==> config.mk <==
export PLATFORM = sky130hd
export DESIGN_NAME = ring_load_conditioner
export DESIGN_NICKNAME = d
export VERILOG_FILES = /design/src/rtl/ring_load_conditioner.sv
export SDC_FILE = /design/constraint.sdc
export NUM_CORES = 1
export LEC_CHECK = 0
export BUFFER_PORTS_ARGS = -buffer_cell sky130_fd_sc_hd__clkbuf_2
export CAP_MARGIN = 20
export CORE_ASPECT_RATIO = 0.5
export CORE_MARGIN = 2
export CORE_UTILIZATION = 56
export DETAILED_ROUTE_END_ITERATION = 12
export PLACE_DENSITY = 0.75
export SYNTH_ARGS = -nofsm -noshare
export SYNTH_HDL_FRONTEND = slang
export SYNTH_SLANG_ARGS = --single-unit
==> constraint.sdc <==
create_clock -name clk -period 2.4 [get_ports clk]
set_input_delay 0.12 -clock clk [delete_from_list [all_inputs] [get_ports clk]]
set_output_delay 0.12 -clock clk [all_outputs]
set_load 0.02 [all_outputs]
==> src/rtl/ring_load_conditioner.sv <==
// Input conditioning ahead of the ring counter: synchronizes and debounces the
// ALOAD pushbutton into a one-cycle load pulse plus a clean level, and derives a
// single-cycle advance tick from the system clock so the ring runs on one clock.
module ring_load_conditioner #(
    parameter int unsigned DB_COUNT = 1000000,
    parameter int unsigned TICK_DIV = 12500000
) (
    input  logic clk,
    input  logic clr,
    input  logic btn_in,
    input  logic en,
    output logic aload,
    output logic btn_level,
    output logic tick
);

    localparam int unsigned DbW = $clog2(DB_COUNT + 1);
    localparam int unsigned PcW = $clog2(TICK_DIV);
    localparam logic [DbW-1:0] DbLast = DbW'(DB_COUNT);
    localparam logic [PcW-1:0] PcLast = PcW'(TICK_DIV - 1);

    typedef enum logic [1:0] {
        StIdle,
        StPressWait,
        StHeld,
        StReleaseWait
    } db_state_e;

    // Synchronizer
    logic s1_q, s1_d;
    logic s2_q, s2_d;

    // Debounce
    db_state_e state_q, state_d;
    logic [DbW-1:0] cnt_q, cnt_d;
    logic [DbW-1:0] cnt_inc;
    logic press_accept;
    logic level_q, level_d;
    logic aload_q, aload_d;

    // Prescaler
    logic [PcW-1:0] pc_q, pc_d;
    logic tick_q, tick_d;

    // Two-flop synchronizer next state; the FSM only ever looks at s2.
    always_comb begin
        s1_d = btn_in;
        s2_d = s1_q;
    end

    // Debounce next state. The counter is 0 in IDLE/HELD, so the same
    // increment-and-compare serves both the first sample and the following ones,
    // which also makes DB_COUNT=1 jump straight between IDLE and HELD.
    always_comb begin
        state_d      = state_q;
        cnt_d        = cnt_q;
        press_accept = 1'b0;
        cnt_inc      = cnt_q + DbW'(1);
        unique case (state_q)
            StIdle, StPressWait: begin
                if (s2_q) begin
                    if (cnt_inc == DbLast) begin
                        state_d      = StHeld;
                        cnt_d        = '0;
                        press_accept = 1'b1;
                    end else begin
                        state_d = StPressWait;
                        cnt_d   = cnt_inc;
                    end
                end else begin
                    state_d = StIdle;
                    cnt_d   = '0;
                end
            end
            StHeld, StReleaseWait: begin
                if (!s2_q) begin
                    if (cnt_inc == DbLast) begin
                        state_d = StIdle;
                        cnt_d   = '0;
                    end else begin
                        state_d = StReleaseWait;
                        cnt_d   = cnt_inc;
                    end
                end else begin
                    state_d = StHeld;
                    cnt_d   = '0;
                end
            end
            default: begin
                state_d = StIdle;
                cnt_d   = '0;
            end
        endcase
    end

    // Registered status outputs follow the state being entered.
    always_comb begin
        level_d = (state_d == StHeld) || (state_d == StReleaseWait);
        aload_d = press_accept;
    end

    // Prescaler: an accepted press realigns the tick phase and suppresses a
    // coincident wrap, so load always wins over advance.
    always_comb begin
        pc_d   = pc_q;
        tick_d = 1'b0;
        if (press_accept) begin
            pc_d = '0;
        end else if (!en) begin
            pc_d = pc_q;
        end else if (pc_q == PcLast) begin
            pc_d   = '0;
            tick_d = 1'b1;
        end else begin
            pc_d = pc_q + PcW'(1);
        end
    end

    // Synchronizer flops.
    always_ff @(posedge clk or negedge clr) begin
        if (!clr) begin
            s1_q <= 1'b0;
            s2_q <= 1'b0;
        end else begin
            s1_q <= s1_d;
            s2_q <= s2_d;
        end
    end

    // Debounce state, counter and registered button outputs.
    always_ff @(posedge clk or negedge clr) begin
        if (!clr) begin
            state_q <= StIdle;
            cnt_q   <= '0;
            level_q <= 1'b0;
            aload_q <= 1'b0;
        end else begin
            state_q <= state_d;
            cnt_q   <= cnt_d;
            level_q <= level_d;
            aload_q <= aload_d;
        end
    end

    // Prescaler state and tick strobe.
    always_ff @(posedge clk or negedge clr) begin
        if (!clr) begin
            pc_q   <= '0;
            tick_q <= 1'b0;
        end else begin
            pc_q   <= pc_d;
            tick_q <= tick_d;
        end
    end

    assign aload     = aload_q;
    assign btn_level = level_q;
    assign tick      = tick_q;

endmodule

# Yosys cells after proc, flatten, opt, wreduce, memory -nomap -nowiden
# Cells that the tools add are included.
dict set report classes {
  addsub 2
  n_eq_ne 7
  n_reduce_logical 5
  n_mux 18
}
# op n
set ops {}
lappend ops {{two-way mux 24 bit} 3}
lappend ops {{two-way mux 20 bit} 3}
lappend ops {{one-hot mux 20 bit (2 select lines)} 1}
lappend ops {{adder 24 x 1 -> 24 bit, second input constant} 1}
lappend ops {{equality test 24 bit, second input constant} 1}
lappend ops {{adder 20 x 1 -> 20 bit, second input constant} 1}
lappend ops {{equality test 20 bit, second input constant} 1}
lappend ops {{equality test 2 bit, second input constant} 4}
lappend ops {{two-way mux 2 bit} 4}
lappend ops {{two-way mux 1 bit} 6}
lappend ops {{one-hot mux 2 bit (2 select lines)} 1}
lappend ops {{OR reduction 2 bit} 2}
lappend ops {{equality test 2 x 1 -> 1 bit, second input constant} 1}
lappend ops {{logical NOT 2 bit} 1}
lappend ops {{nonzero test 2 bit} 1}
lappend ops {{logical OR 1 bit} 1}
dict set report totals {
  inputBits 4
  word_cells 40
  register_bits 51
  output_inout_bits 3
}

# Logic depth before layout (Yosys ltp)
# Gate-level depths: netlist of run 1.
dict set report depth {
  ltp_word 7
  ltp_mapped 10
}

# Least setup slack after synthesis of run 1
# OpenSTA, ideal clock, no wires.
dict set report synth_timing {
  kind {reg-to-reg}
  from {register cnt_q[6]}
  to {register pc_q[7]}
  n_path_buf 3
  synth_period_minus_slack_ns 2.508
  required_time_ns 2.279
  setup_ns 0.121
  slack_ns -0.108
  arrival_ns 2.387
  stages_incl_launch_ff 10
  path_cell_list {dfrtp_1 -> buf_2 -> nand3_2 -> or4_4 -> or3_4 -> a2111oi_2 -> and4_1 -> buf_6 -> buf_6 -> nor2_1}
}
dict set report synth_via {
  elab_chain_len 6
  elab_cells_between_ends 7
  cone_classes {add/sub: 1; eq/ne: 1; mux: 4; reduce/logical: 1}
}
# element line_no
set synth_rtl {}
lappend synth_rtl {{start: declaration} 35} ;# logic [DbW-1:0] cnt_q, cnt_d;
lappend synth_rtl {{start signal: assignment} 139} ;# cnt_q <= cnt_d;
lappend synth_rtl {{adder 20 x 1 -> 20 bit (*)} 58} ;# cnt_inc = cnt_q + DbW'(1);
lappend synth_rtl {{equality test 20 bit (*)} 62} ;# if (cnt_inc == DbLast) begin
lappend synth_rtl {{two-way mux 1 bit (*)} 62}
lappend synth_rtl {{two-way mux 1 bit (*)} 61} ;# if (s2_q) begin
lappend synth_rtl {{two-way mux 1 bit (*)} 59} ;# unique case (state_q)
lappend synth_rtl {{two-way mux 24 bit / nonzero test 2 bit (equally long branches)} n/a}
lappend synth_rtl {{end signal: assignment} 151} ;# pc_q <= pc_d;
lappend synth_rtl {{end: declaration} 42} ;# logic [PcW-1:0] pc_q, pc_d;
# Every way passes the cells marked *; elsewhere a longest branch is shown, timed or not.
# A chain may end at the register's enable or synchronous reset.

# Worst setup path after layout of run 1
dict set report layout_timing {
  from {register cnt_q[4]}
  to {register pc_q[10]}
}
# Same word-level chain as after synthesis.

==> results.ini, run 1 <==
[outcome]
status = finished with violations
violations = negative setup slack

[pwr]
pwr_density_cell_nw_per_um2 = 473
p_leak_nw = 1.46
p_seq_share_pct = 54.8
p_sw_uw = 460
p_int_mw = 1.25
clkPwrFrac_pct = 34.4
swShare_pct = 26.8
ir_drop_mv = 0.338
comb_power_share_pct = 10.8

[layout]
fin_nets = 357
area_delta_synth_final_pct = 31.5
num_antenna_cells = 0
post-route-cell-area_um2 = 3630
fillers = 270
drive_gt1_share_pct = 33.6
utilization_pct = 79.3

[drt]
drt_iter0_markers = 165
remaining_drc_errors = 0
dr.pass1.iters = 5
routed_via_density = 6.35
num_vias = 2646
wl_per_cell_um = 18.6
routed_wl_um = 7750
ant_nets = 0

[critical_path]
critical_path_class = reg2reg
end_kind = register
crit_path_max_fanout = 13
required_ns = 2.60
cp.arrival_ns = 2.68
slowest_delay_ns = 0.56
cp-start-kind = register
crit_chain = nand3_4 -> or4_4 -> or3_4 -> a2111oi_4 -> and4_4 -> buf_6 -> buf_12 -> nor3_1
crit_path_top_delay_cell = or4_4

[clock_tree]
clockRootBuffer = clkbuf_8
cts_tree = yes
clkLatencyLatePin_ns = 0.31
htreeDepth = 2
clock_path_buffers = 2
clk_pin_slew_ns = 0.09
numCtsBuffers = 5
clkSinkCount = 49

[yosys]
avgSynthCellArea_um2 = 9.10
synth_cell_types = 45
syn-num-nets = 309
synth_top_cell_by_area = dfrtp_1
ys_warn_count = 0
ys_ff_latch = 49
netlist_instances = 303
synth_commonest_cells = 49 x dfrtp_1, 44 x nor2_1, 21 x nand2_1
async_reset_ff_share_pct = 100
ys_seq_area_share_pct = 44.5
netlist.area_leader.share_pct = 44.5
synth.most_common_cell = dfrtp_1
synth_top_cells_by_area = dfrtp_1 44%, nor2_1 6.0%, xor2_1 4.8%
netlist_area_um2 = 2760
synth_flop_cell = dfrtp_1
synth_edf_count = 0

[floorplanning]
fp.dieArea_um2 = 5540
initial_utilization_pct = 60.3
fp.dieW_um = 103
fp.coreArea_um2 = 4570
rows = 17
io-pin-count = 7
die_height_um = 53.6

[global_routing]
antenna_found_initial = 0
grt.total_usage_pct = 26.2
grt_pass1_vias = 2381
grt_max_degree = 29
grt_first_pass_wirelength_um = 11000
grt_overflow = 0

[worst_hold_path]
hp-class = in2reg

[placed_design]
port_buffers = 6
place_area_um2 = 3070
place_congestion = 0.926
dp_hpwl_um = 4250
dp_slack_ns = -0.120

[timing]
drv_slew = 0
worst_slew_pin_slew_ns = 0.681
rsz0062_at_grt = yes
setup_violations = 36
worst_hold_slack_ns = 0.223
hold_viol = 0
setup_ws_ns = -0.0822
slew_headroom_pct = 54.6
fin_crit_sh_pct = 103
fin_worst_skew_ns = 0.00974
tns_ns = -1.77
fmax_mhz = 403
min_period_ns = 2.48

[job]
maxCapViolations = 0

[metal layers]
layer / track usage (%) / share of wire [%]
met2: 46.3 / 49
met3: 5.58 / 6.3
met5: 0 / 0
met4: 11.0 / 1.5
met1: 31.9 / 43
[power by group through the flow]
stage	clock network [mW]	registers (mW)	logic [mW]
6_report	0.589	0.940	0.185
5_1_grt	0.618	0.947	0.204
4_1_cts	0.587	0.936	0.156
3_5_place_dp	0	0.952	0.150
3_3_place_gp	0	0.946	0.144
2_1_floorplan	0	0.936	0.103
[placed cells by master (no fill, tap or decap), types with 5 or more instances in the layout]
master and n:
a21oi_1 16, and3_1 10, and4_1 5, buf_4 43, clkbuf_2 6, clkbuf_8 5
dfrtp_1 45, inv_1 6, nand2_1 21, nand3_1 9, nand4_1 18, nor2_1 23
nor2_2 9, nor2_4 12, nor3_1 9, nor4_1 6, o21ai_0 15, xnor2_1 9
xor2_1 14
[timing repair]
action                     in CTS  in global routing
pin swaps                       4                 15
resized for setup              11                 56
setup buffers                   7                  6
hold buffers                    2                  0
hold endpoints to repair       27                  0
setup endpoints to repair      43                 44
gates cloned                    1                  1
[worst paths after layout]
check | startpoint | end | slack (ns) | depth (start not counted)
max | cnt_q[4] | pc_q[10] | -0.08 | 8
min | en | tick | 0.22 | 3
max reg2reg | cnt_q[4] | pc_q[10] | -0.08 | 8
min reg2reg | s1_q | s2_q | 0.37 | 0
max in group asynchronous | clr | cnt_q[12] | 1.36 | 3
min in group asynchronous | clr | pc_q[3] | 0.38 | 2
[area by class of cell]
cell class                      count  area [um^2]  share of cell area (%)
Multi-Input combinational cell    230         1670                    46.1
Sequential cell                    49         1230                    33.9
Timing Repair Buffer               58          512                    14.1
Tap cell                           66         82.6                    2.28
Clock buffer                        5         68.8                    1.90
Clock inverter                      2         35.0                   0.966
Inverter                            7         26.3                   0.724
[metrics by stage]
step / total power, mW / std cells
global route: 1.77 / 417
detailed placement: 1.10 / 393
finish: 1.71 / 417
floorplan: 1.04 / 303
global placement: 1.09 / 393
CTS: 1.68 / 410
[flip-flops by register name, summed over array words and instances (netlist names)]
signal	flops
aload	1
btn_level	1
cnt_q	20
pc_q	24
s1_q	1
s2_q	1
tick	1
[worst max-delay path, delay by kind of cell (launching register included)]
kind	cells	cell delay, ns
AOI/OAI and AO/OA	1	0.33
buffers and inverters	2	0.23
DFF	1	0.42
and+or+nand+nor	5	1.41
[kinds of logic after synthesis]
group,count (synthesis),synth area share (%)
simple gates,153,30.1
flops,49,44.5
compound gates,47,10.4
xor+xnor,25,7.94
buf+inv,24,4.99
mux,3,1.13
fa+ha+maj,2,0.907
No activity file was read; power rests on OpenSTA's default activity.
==> inputs of run 2 (changes only) <==
TNS_END_PERCENT = 20   (was default)
==> results.ini, run 2 (synthesis results as in run 1) <==
[outcome]
status = finished with violations
violations = negative setup slack

[timing]
slew_headroom_pct = 58.6
rsz0062_at_grt = yes
fmax_mhz = 416
setup_ws_ns = -0.00536
worst_hold_slack_ns = 0.134
hold_viol = 0
drv_slew = 0
fin_crit_sh_pct = 100
tns_ns = -0.0152
worst_slew_pin_slew_ns = 0.620
min_period_ns = 2.41
setup_violations = 6
fin_worst_skew_ns = 0.00640

[pwr]
ir_drop_mv = 0.309
comb_power_share_pct = 9.6
p_leak_nw = 1.40
pwr_density_cell_nw_per_um2 = 501
clkPwrFrac_pct = 34.3
p_int_mw = 1.25
finalPower_mw = 1.68
p_sw_uw = 431
swShare_pct = 25.7
p_seq_share_pct = 56.1

[clock_tree]
clock_path_buffers = 2
clkSinkCount = 49
htreeDepth = 2
numCtsBuffers = 5
clockRootBuffer = clkbuf_8
clk_pin_slew_ns = 0.09
cts_tree = yes
clkLatencyLatePin_ns = 0.31

[layout]
layout_common_cells = 47 x dfrtp_1, 40 x nor2_1, 37 x buf_4
final_common_cell = dfrtp_1
top_register = pc_q
post-route-cell-area_um2 = 3350
utilization_pct = 73.2
fin_cells = 407
fillers = 332
drive_gt1_share_pct = 24.3
largest_reg_flops = 24
top_regs = pc_q (24), cnt_q (20)
area_delta_synth_final_pct = 21.4
fin_nets = 347
num_antenna_cells = 0

[global_routing]
grt.total_usage_pct = 27.1
grt_max_degree = 50
grt_overflow = 0
grt_first_pass_wirelength_um = 11200
grt_pass1_vias = 2397
antenna_found_initial = 0

[drt]
num_vias = 2466
wl_per_cell_um = 16.3
drt_iter0_markers = 146
dr.pass1.iters = 4
routed_via_density = 6.06
ant_nets = 0
routed_wl_um = 6630
remaining_drc_errors = 0

[floorplanning]
initial_utilization_pct = 60.3
fp.dieW_um = 103
fp.dieArea_um2 = 5540
io-pin-count = 7
die_height_um = 53.6
fp.coreArea_um2 = 4570
rows = 17

[critical_path]
crit_path_max_fanout = 13
cp-start-kind = register
cp.arrival_ns = 2.61
critical_path_class = reg2reg
required_ns = 2.60
end_kind = register

[placed_design]
dp_hpwl_um = 4190
place_area_um2 = 3030
place_congestion = 0.880
dp_slack_ns = -0.108
dp.cells = 387
port_buffers = 6

[worst_hold_path]
hp-class = in2reg

[job]
maxCapViolations = 0

## run 2: final timing paths
| kind | from | to | slack, ns | depth (start not counted) |
|---|---|---|---|---|
| worst max-delay path | cnt_q[5] | pc_q[10] | -0.005 | 7 |
| min in group asynchronous | clr | cnt_q[7] | 0.45 | 3 |
| worst min register to register | s1_q | s2_q | 0.37 | 0 |
| worst max register to register | cnt_q[5] | pc_q[10] | -0.005 | 7 |
| worst min-delay path | en | tick | 0.13 | 3 |
| max in group asynchronous | clr | cnt_q[5] | 1.51 | 3 |
## run 2: area by class of cell
type                    instances  area (um^2)  area share (%)
flip-flops and latches         49         1230            36.7
multi-input cells             230         1510            45.1
inverters                       7         26.3           0.785
repair buffers                 48          395            11.8
clock buffers                   5         68.8            2.06
clock inverters                 2         35.0            1.05
well taps                      66         82.6            2.47
## run 2: power groups by stage
stage	clock network, mW	logic (mW)	registers [mW]
after global placement	0	0.144	0.946
final	0.576	0.160	0.941
after CTS	0.587	0.156	0.938
after detailed placement	0	0.151	0.952
after global routing	0.624	0.180	0.952
after floorplan	0	0.102	0.936
## run 2: per-layer routing
layer | vias to the layer above | global-route usage, % | wire [um]
met4 | 0 | 9.43 | 84
met5 | - | 0 | 0
met2 | 90 | 45.7 | 3210
li1 | 1165 | - | -
met1 | 1199 | 35.3 | 2910
met3 | 12 | 5.97 | 424
## run 2: worst max-delay path, stage by stage, from the launching register on
cell	delay [ns]
dfrtp_2	0.42
nand3_4	0.09
or4_4	0.54
or3_4	0.38
a2111oi_4	0.33
and4_4	0.34
buf_12	0.15
nor3_1	0.06
## run 2: repair_timing
item / in CTS / in global routing
pin swaps: 5 / 4
setup buffers: 8 / 2
endpoints found under the hold margin: 50 / 0
hold buffers: 2 / 0
gates cloned: 1 / 0
gates resized for setup: 10 / 11
endpoints found under the setup margin: 44 / 44
==> inputs of run 3 (changes only) <==
SETUP_SLACK_MARGIN = 0.02   (was default)
==> results.ini, run 3 (synthesis results as in run 1) <==
[outcome]
status = finished with violations
violations = negative setup slack

[critical_path]
regToRegEndpoint = pc_q[10]
cp_num_buf_inv = 1
slowest_delay_ns = 0.55
path_delay_family = simple AND/OR/NAND/NOR gates
crit_path_max_fanout = 13
cp-start-kind = register
r2r-start = cnt_q[7]
r2r_slack_ns = -0.01
crit_chain = nand3_4 -> or4_4 -> or3_4 -> a2111oi_4 -> and4_4 -> buf_12 -> nor3_1
cp-endpoint = pc_q[10]
reg2reg_depth = 7
cp-startpoint = cnt_q[7]
end_kind = register
critical_path_class = reg2reg
crit_path_top_delay_cell = or4_4
required_ns = 2.60
cp.arrival_ns = 2.61
cp.depth = 7

[placed_design]
dp_slack_ns = -0.108
dp.cells = 387
dp_hpwl_um = 4190
port_buffers = 6
place_congestion = 0.880

[drt]
remaining_drc_errors = 0
routed_via_density = 6.12
ant_nets = 0
num_vias = 2504
routed_wl_um = 6850
wl_per_cell_um = 16.8
dr.pass1.iters = 4
drt_iter0_markers = 160

[worst_hold_path]
hp-start = en
hp-class = in2reg

[layout]
fin_cells = 409
utilization_pct = 74.2
layout_common_cells = 47 x dfrtp_1, 41 x nor2_1, 38 x buf_4
final_common_cell = dfrtp_1
num_antenna_cells = 0
area_delta_synth_final_pct = 23.0
largest_reg_flops = 24
top_regs = pc_q (24), cnt_q (20)
top_register = pc_q
drive_gt1_share_pct = 25.4
fin_nets = 349

[clock_tree]
clock_path_buffers = 2
clk_pin_slew_ns = 0.09
clkLatencyLatePin_ns = 0.30
clockRootBuffer = clkbuf_8
htreeDepth = 2
clkSinkCount = 49
numCtsBuffers = 5
cts_tree = yes

[floorplanning]
initial_utilization_pct = 60.3
die_height_um = 53.6
io-pin-count = 7
fp.dieArea_um2 = 5540
rows = 17
fp.coreArea_um2 = 4570
fp.dieW_um = 103

[timing]
rsz0062_at_grt = yes
setup_ws_ns = -0.0130
fin_crit_sh_pct = 101
worst_slew_pin_slew_ns = 0.624
setup_violations = 14
fmax_mhz = 414
hold_viol = 0
slew_headroom_pct = 58.4
min_period_ns = 2.41
fin_worst_skew_ns = 0.00737
drv_slew = 0
worst_hold_slack_ns = 0.131

[global_routing]
grt_first_pass_wirelength_um = 11400
grt_overflow = 0
antenna_found_initial = 0
grt.total_usage_pct = 27.6
grt_pass1_vias = 2399
grt_max_degree = 50

[pwr]
comb_power_share_pct = 9.6
ir_drop_mv = 0.308
pwr_density_cell_nw_per_um2 = 493
finalPower_mw = 1.67
p_seq_share_pct = 56.2
swShare_pct = 25.6
p_leak_nw = 1.42
clkPwrFrac_pct = 34.3
p_int_mw = 1.25
p_sw_uw = 428

[job]
maxCapViolations = 0

[run 3: worst register-to-register path, stage by stage (launching register included)]
cell and delay (ns):
dfrtp_1 0.42, nand3_4 0.08, or4_4 0.55, or3_4 0.39
a2111oi_4 0.33, and4_4 0.34, buf_12 0.15, nor3_1 0.06
[run 3: layout make-up]
class / instances / area [um^2]
clock buffer: 5 / 68.8
clock inverter: 2 / 35.0
fill: 327 / 1180
inverter: 7 / 26.3
multi-input combinational: 230 / 1540
sequential: 49 / 1230
tap: 66 / 82.6
timing repair buffer: 50 / 414
[run 3: through the flow]
stage                     instance area [um^2]  setup TNS, ns
after floorplan                           2810         -0.615
final                                     3390        -0.0916
after CTS                                 3290              0
after global routing                      3390          -1.77
after global placement                    3030          -1.69
after detailed placement                  3030          -2.15
[run 3: routing by layer]
metal  track usage (%)  routed length, um
met1              35.5               2980
met3              6.10                399
met5                 0                  0
met4              10.5                119
met2              46.5               3350
[run 3: worst min-delay path by stage]
stage               cells after the start    end
floorplan                               0  aload
global placement                        1   s1_q
detailed placement                      1   s1_q
CTS                                     3   tick
global route                            3   tick
finish                                  3   tick
[run 3: repair_timing]
action                                 4_1_cts  5_1_grt
gates resized for setup                     11       14
endpoints found under the hold margin       50        0
setup buffers                                8        5
setup endpoints to repair                   44       44
pin swaps                                    6        6
gates cloned                                 1        0
hold buffers                                 2        0
[run 3: power by group through the flow]
| stage | Combinational (mW) | Sequential, mW | Clock [mW] |
|---|---|---|---|
| 6_report | 0.160 | 0.941 | 0.574 |
| 5_1_grt | 0.180 | 0.952 | 0.624 |
| 4_1_cts | 0.156 | 0.938 | 0.587 |
| 3_5_place_dp | 0.151 | 0.952 | 0 |
| 3_3_place_gp | 0.144 | 0.946 | 0 |
| 2_1_floorplan | 0.102 | 0.936 | 0 |
